<file path="config.mk">
export PLATFORM = sky130hd
export DESIGN_NAME = keypad_entry
export DESIGN_NICKNAME = d
export VERILOG_FILES = /design/src/rtl/keypad_pkg.sv /design/src/rtl/key_debounce.sv /design/src/rtl/keypad_entry.sv
export SDC_FILE = /design/constraint.sdc
export NUM_CORES = 1
export LEC_CHECK = 0
export ABC_CLOCK_PERIOD_IN_PS = 3000
export CAP_MARGIN = 40
export CORE_ASPECT_RATIO = 0.6
export CORE_MARGIN = 2
export CORE_UTILIZATION = 53
export CTS_CLUSTER_DIAMETER = 150
export DETAILED_ROUTE_END_ITERATION = 16
export PLACE_DENSITY = 0.86
export SLEW_MARGIN = 20
export SYNTH_ARGS = -nofsm -noshare
export SYNTH_HDL_FRONTEND = slang
export SYNTH_HIERARCHICAL = 1
export SYNTH_SLANG_ARGS = --single-unit
</file>
<file path="constraint.sdc">
create_clock -name clk -period 3 [get_ports clk]
set_input_delay 0.45 -clock clk [delete_from_list [all_inputs] [get_ports clk]]
set_output_delay 0.45 -clock clk [all_outputs]
set_load 0.005 [all_outputs]
</file>
<file path="src/rtl/keypad_pkg.sv">
`timescale 1ns/1ps
`default_nettype none
// ---------------------------------------------------------------
// keypad_pkg : key codes and entry FSM states for the keypad path
// Rev 1.0
// ---------------------------------------------------------------
package keypad_pkg;

  localparam logic [3:0] KEY_ENTER = 4'hA;
  localparam logic [3:0] KEY_BSPC  = 4'hB;
  localparam logic [3:0] KEY_CLR   = 4'hC;

  typedef enum logic [1:0] {
    IDLE  = 2'd0,
    ENTRY = 2'd1,
    HOLD  = 2'd2
  } entry_state_e;

  function automatic logic is_digit(input logic [3:0] key);
    return key <= 4'd9;
  endfunction

endpackage
`default_nettype wire

</file>
<file path="src/rtl/key_debounce.sv">
`timescale 1ns/1ps
`default_nettype none
// ---------------------------------------------------------------
// key_debounce : stability filter on the scanner output, one press_evt per press
// Rev 1.0
// ---------------------------------------------------------------
module key_debounce #(
  parameter int DEBOUNCE_CYCLES = 20000
) (
  input  logic       clk,
  input  logic       reset,
  input  logic       key_pressed,
  input  logic [3:0] key_value,
  output logic       press_evt,
  output logic [3:0] press_val
);

  localparam int c_cnt_w = (DEBOUNCE_CYCLES > 2) ? $clog2(DEBOUNCE_CYCLES) : 1;
  localparam logic [c_cnt_w-1:0] c_cnt_max = c_cnt_w'(DEBOUNCE_CYCLES - 1);

  logic [4:0]         w_sample;
  logic               w_stable;
  logic [4:0]         r_cand;
  logic [c_cnt_w-1:0] r_cnt;
  logic               r_stable_pressed;
  logic               r_armed;
  logic               r_init;

  assign w_sample = {key_pressed, key_value};
  assign w_stable = (r_cnt == c_cnt_max);

  // r_armed stays low until a stable release is seen, so a key held through
  // reset release cannot fire until it has been let go.
  always_ff @(posedge clk or negedge reset) begin
    if (!reset) begin
      r_cand           <= '0;
      r_cnt            <= c_cnt_max;
      r_stable_pressed <= 1'b0;
      r_armed          <= 1'b0;
      r_init           <= 1'b1;
    end else begin
      r_init <= 1'b0;
      if (w_sample != r_cand) begin
        r_cand <= w_sample;
        r_cnt  <= '0;
      end else if (!w_stable) begin
        r_cnt <= r_cnt + c_cnt_w'(1);
      end
      if (w_stable) begin
        r_stable_pressed <= r_cand[4];
        if (!r_cand[4] && (!r_init || !key_pressed)) begin
          r_armed <= 1'b1;
        end
      end
    end
  end

  assign press_evt = w_stable && r_cand[4] && !r_stable_pressed && r_armed;
  assign press_val = r_cand[3:0];

endmodule
`default_nettype wire

</file>
<file path="src/rtl/keypad_entry.sv">
`timescale 1ns/1ps
`default_nettype none
// ---------------------------------------------------------------
// keypad_entry : debounced key events -> BCD product code with valid/ready output
// Rev 1.0
// ---------------------------------------------------------------
module keypad_entry
  import keypad_pkg::*;
#(
  parameter int DEBOUNCE_CYCLES = 20000,
  parameter int DIGITS          = 2,
  parameter int TIMEOUT_CYCLES  = 250000000
) (
  input  logic                         clk,
  input  logic                         reset,
  input  logic                         key_pressed,
  input  logic [3:0]                   key_value,
  output logic [4*DIGITS-1:0]          code_bcd,
  output logic [$clog2(DIGITS+1)-1:0]  digit_count,
  output logic                         code_valid,
  input  logic                         code_ready,
  output logic                         entry_active,
  output logic                         err_pulse,
  output logic                         timeout_pulse
);

  localparam int c_buf_w = 4 * DIGITS;
  localparam int c_cnt_w = $clog2(DIGITS + 1);
  localparam int c_tmr_w = (TIMEOUT_CYCLES > 2) ? $clog2(TIMEOUT_CYCLES) : 1;
  localparam logic [c_cnt_w-1:0] c_full     = c_cnt_w'(DIGITS);
  localparam logic [c_tmr_w-1:0] c_tmr_last = c_tmr_w'((TIMEOUT_CYCLES > 0) ? TIMEOUT_CYCLES - 1 : 0);
  localparam logic               c_tmr_en   = (TIMEOUT_CYCLES > 0);

  localparam logic [1:0] c_st_idle  = IDLE;
  localparam logic [1:0] c_st_entry = ENTRY;
  localparam logic [1:0] c_st_hold  = HOLD;

  logic               w_evt;
  logic [3:0]         w_key;
  logic [1:0]         r_state, w_state_nx;
  logic [c_buf_w-1:0] r_buf, w_buf_nx;
  logic [c_cnt_w-1:0] r_cnt, w_cnt_nx;
  logic               r_err, w_err_nx;
  logic               r_to, w_to_nx;
  logic [c_tmr_w-1:0] r_tmr;

  key_debounce #(
    .DEBOUNCE_CYCLES (DEBOUNCE_CYCLES)
  ) u_debounce (
    .clk         (clk),
    .reset       (reset),
    .key_pressed (key_pressed),
    .key_value   (key_value),
    .press_evt   (w_evt),
    .press_val   (w_key)
  );

  always_comb begin
    w_state_nx = r_state;
    w_buf_nx   = r_buf;
    w_cnt_nx   = r_cnt;
    w_err_nx   = 1'b0;
    w_to_nx    = 1'b0;
    case (r_state)
      c_st_idle: begin
        if (w_evt && is_digit(w_key)) begin
          w_buf_nx   = c_buf_w'(w_key);
          w_cnt_nx   = c_cnt_w'(1);
          w_state_nx = c_st_entry;
        end
      end
      c_st_entry: begin
        // A key event outranks an expiring timeout in the same cycle.
        if (w_evt) begin
          if (is_digit(w_key)) begin
            if (r_cnt < c_full) begin
              w_buf_nx = (r_buf << 4) | c_buf_w'(w_key);
              w_cnt_nx = r_cnt + c_cnt_w'(1);
            end else begin
              w_err_nx = 1'b1;
            end
          end else if (w_key == KEY_BSPC) begin
            w_buf_nx = r_buf >> 4;
            w_cnt_nx = r_cnt - c_cnt_w'(1);
            if (r_cnt == c_cnt_w'(1)) begin
              w_state_nx = c_st_idle;
            end
          end else if (w_key == KEY_CLR) begin
            w_buf_nx   = '0;
            w_cnt_nx   = '0;
            w_state_nx = c_st_idle;
          end else if (w_key == KEY_ENTER) begin
            w_state_nx = c_st_hold;
          end
        end else if (c_tmr_en && (r_tmr == c_tmr_last)) begin
          w_buf_nx   = '0;
          w_cnt_nx   = '0;
          w_to_nx    = 1'b1;
          w_state_nx = c_st_idle;
        end
      end
      c_st_hold: begin
        if (code_ready) begin
          w_buf_nx   = '0;
          w_cnt_nx   = '0;
          w_state_nx = c_st_idle;
        end
      end
      default: begin
        w_buf_nx   = '0;
        w_cnt_nx   = '0;
        w_state_nx = c_st_idle;
      end
    endcase
  end

  always_ff @(posedge clk or negedge reset) begin
    if (!reset) begin
      r_state <= c_st_idle;
      r_buf   <= '0;
      r_cnt   <= '0;
      r_err   <= 1'b0;
      r_to    <= 1'b0;
      r_tmr   <= '0;
    end else begin
      r_state <= w_state_nx;
      r_buf   <= w_buf_nx;
      r_cnt   <= w_cnt_nx;
      r_err   <= w_err_nx;
      r_to    <= w_to_nx;
      if (w_evt || (w_state_nx != r_state)) begin
        r_tmr <= '0;
      end else if (c_tmr_en && (r_state == c_st_entry)) begin
        r_tmr <= r_tmr + c_tmr_w'(1);
      end
    end
  end

  assign code_bcd      = r_buf;
  assign digit_count   = r_cnt;
  assign code_valid    = (r_state == c_st_hold);
  assign entry_active  = (r_state != c_st_idle);
  assign err_pulse     = r_err;
  assign timeout_pulse = r_to;

endmodule
`default_nettype wire

</file>
==> results.md <==
- MaxCap Viol Count: 0
- CTS root buffer: clkbuf_8
- Worst Path Max Fanout: 8
- Leak: 1.584 nW
- Vias: 2724
- Ys async rst share: 100.0%
- Port bufs: 21
- Hold WC Path Type: input pin to asynchronous set/reset pin
- Fin cells: 464
- Placed Cells incl. Taps: 446
- Yosys warning total: 6
- Clock buffer depth: 2
- Critical Path Max Stage Delay: 0.55 ns
- Slew Limit Fails: 0
- Number of H-tree levels: 3
- Drt total wl: 7508 um
- Fin area: 3933 um2
- Avg Synthesized Cell Area: 9.707 um2
- N_diodes: 0
- Antenna Nets Post-Route: 0
- R2r endpoint: digit_count[0]$_DFFE_PN0P_
- DPL Wire Length: 5166 um
- Worst vdd ir: 0.0004211 V
- Crit-path cells: ha_1, nand4_1, nor4_4, and4b_2, nor2b_2, nand2b_1, a221oi_2, o21a_2, mux2_2
- Number of global-route vias before repair: 2483
- CTS clk-pin slew, worst paths: 0.07 ns
- # setup viols final: 0
- GPL Wtd Cong: 0.9824
- Top cell type's share of synthesized area: 40.28%
- Place WS: 0.07355 ns
- Initial core utilization: 55.42%
- Synth area leaders: dfrtp_1 40%, dfstp_2 7.7%, nor2_1 6.0%, xor2_1 5.9%, xnor2_1 4.9%
- R2R cell count: 9
- Fin crit share: 94.14%
- Final Hold Vio Count: 0
- Cells after Synth: 352
- Crit start category: flip-flop
- Vias per inst: 5.871
- Area of the multi-input gates: 1632 um2
- Die area: 7127 um2
- Main synth FF type: dfrtp_1
- Register area: 1639 um2
- Worst skew pair latency: 0.36 ns
- Max_slew headroom: 51.76%
- Peak Freq: 354.1 MHz
- DP Area: 3720 um2
- Critical Path End Type: flip-flop
- Area Overhead vs Synth: 15.09%
- Setup_tns: 0 ns
- Site Rows: 22
- Synth cell types: 50
- Syn Nets: 363
- Setup WS post-layout: 0.1757 ns
- Die Wd: 107.7 um
- Clk_skew: 0.009571 ns
- Sequential share of the synthesized area: 47.97%
- Drt drc: 0
- Total CTS buffers: 9
- Post-synth design cell area: 3417 um2
- Core box area: 6166 um2
- Drt wl/cell: 16.18 um
- Worst Path Arrival: 3.07 ns
- Run status: finished clean
- Grt total ovfl: 0
- Hold buffers post-CTS: 0
- Drt pass-1 iters: 5
- RSZ-0062 raised after global routing: false
- Fill count: 484
- CTS tree: yes
- Post-route core utilization: 63.78%
- Top cell type by total area after synthesis: dfrtp_1
- Synth Register Bits: 65
- Pwr/cell area: 446.9 nW/um2
- Pin count of the biggest net entering global routing: 35
- Worst R2R Start: u_debounce/r_cnt[0]$_DFFE_PN1P_
- Layout cells sized above 1: 14.74%
- Die Span Y: 66.20 um
- Clock sinks: 65
- Flop2flop setup slack: 0.18 ns
- Post-synth EDFFs: 0
- Worst-Margin Slew: 0.7236 ns
- Critical path class: flip-flop to flip-flop
- Req. time, crit path: 3.25 ns
- Initial antenna violation count: 0
- Final nets: 386
- Violation count after the first detailed-routing iteration: 236
- Critical-path top delay cell: dfstp_2
- First-pass GRT wire length: 12560 um
- All-Layer GR Usage: 23.57%
- Post-route minimum period: 2.824 ns
- IO Pins: 22
==> synthesized netlist by cell type, types with 3 or more instances <==
| cell | number |
|---|---|
| dfrtp_1 | 55 |
| xnor2_1 | 19 |
| nand4b_1 | 3 |
| nor2b_1 | 3 |
| and3_1 | 3 |
| nand2_1 | 20 |
| nand3_1 | 17 |
| xor2_1 | 23 |
| o21ai_0 | 5 |
| inv_1 | 14 |
| dfstp_2 | 10 |
| nand2b_1 | 3 |
| a22oi_1 | 3 |
| mux2_2 | 5 |
| clkbuf_1 | 14 |
| a21oi_1 | 3 |
| ha_1 | 3 |
| o21a_1 | 4 |
| buf_4 | 4 |
| nor4_1 | 11 |
| mux2i_1 | 8 |
| nor2_1 | 55 |
| nand4_1 | 20 |
| nor3_1 | 16 |
==> routing by layer <==
| metal | global-route usage [%] | routed length, um | vias to the layer above |
|---|---|---|---|
| met5 | 0 | 0 | - |
| met2 | 32.70 | 3204 | 117 |
| li1 | - | - | 1271 |
| met4 | 8.013 | 98 | 0 |
| met3 | 7.586 | 577 | 15 |
| met1 | 34.56 | 3627 | 1321 |
==> registers in the layout, summed over array words and instances, names as in the netlist <==
register                     count
r_tmr                           28
u_debounce/r_stable_pressed      1
digit_count                      2
u_debounce/r_cand                5
u_debounce/r_cnt                15
timeout_pulse                    1
err_pulse                        1
u_debounce/r_init                1
u_debounce/r_armed               1
r_state                          2
code_bcd                         8
==> worst max path at each step <==
stage | startpoint | endpoint | slack [ns]
3_5_place_dp | u_debounce/r_cnt[0]$_DFFE_PN1P_ | code_bcd[7]$_DFFE_PN0P_ | 0.07
4_1_cts | u_debounce/r_cnt[0]$_DFFE_PN1P_ | code_bcd[7]$_DFFE_PN0P_ | 0.04
5_1_grt | u_debounce/r_cnt[0]$_DFFE_PN1P_ | code_bcd[7]$_DFFE_PN0P_ | 0.02
2_1_floorplan | u_debounce/r_cnt[0]$_DFFE_PN1P_ | code_bcd[0]$_DFFE_PN0P_ | 0.002
3_3_place_gp | u_debounce/r_cnt[0]$_DFFE_PN1P_ | digit_count[0]$_DFFE_PN0P_ | 0.18
6_report | u_debounce/r_cnt[0]$_DFFE_PN1P_ | digit_count[0]$_DFFE_PN0P_ | 0.18
==> cells in the final DEF (no fill, tap or decap), drive strengths merged, types with 8 or more instances in the layout <==
cell and n:
dfstp 10, dfrtp 55, nand3 17, buf 13
nor2 55, mux2i 8, clkdlybuf4s50 20, xnor2 19
nand4 20, nand2 20, xor2 23, inv 14
nor4 12, clkbuf 11, nor3 16
==> kinds of logic (layout without fill, tap and decap cells) <==
kind of cell               after synthesis  count (layout)  share of synthesized area [%]
muxes                                   13              13                          3.991
DFF                                     65              65                          47.97
other                                    1               1                         0.1097
and+or+nand+nor                        167             167                          25.74
xor gates and xnor gates                42              42                          10.77
buffers and inverters                   35              63                          4.760
adders and majority gates                3               3                          1.099
AOI/OAI and AO/OA                       26              26                          5.566
==> layout make-up <==
class / count / share of cell area (%)
clock buffers: 11 / 3.595
clock inverters: 5 / 1.400
inverters: 14 / 1.336
multi-input cells: 252 / 41.49
flip-flops and latches: 65 / 41.68
well taps: 84 / 2.673
repair buffers: 33 / 7.827
==> critical path, delay by kind of cell, from the launching register on <==
family / cells / cell delay, ns
simple gates: 5 / 1.05
compound gates: 2 / 0.60
flops: 1 / 0.55
mux: 1 / 0.35
fa+ha+maj: 1 / 0.16
==> through the flow <==
| step | power [mW] | hold slack [ns] |
|---|---|---|
| floorplan | 0.9653 | 0.1544 |
| global placement | 1.021 | 0.4407 |
| detailed placement | 1.025 | 0.4542 |
| CTS | 1.770 | 0.1495 |
| global route | 1.833 | 0.1795 |
| finish | 1.757 | 0.1416 |
==> where the power goes <==
part,total (mW),switching (mW),internal (mW)
clock network,0.747,0.344,0.403
logic,0.0945,0.0457,0.0489
registers,0.916,0.0221,0.894
==> repair_timing <==
action	in CTS	in global routing
gates resized for setup	0	1
endpoints found under the setup margin	0	7
setup buffers	0	2
No activity file was read; power rests on OpenSTA's default activity.
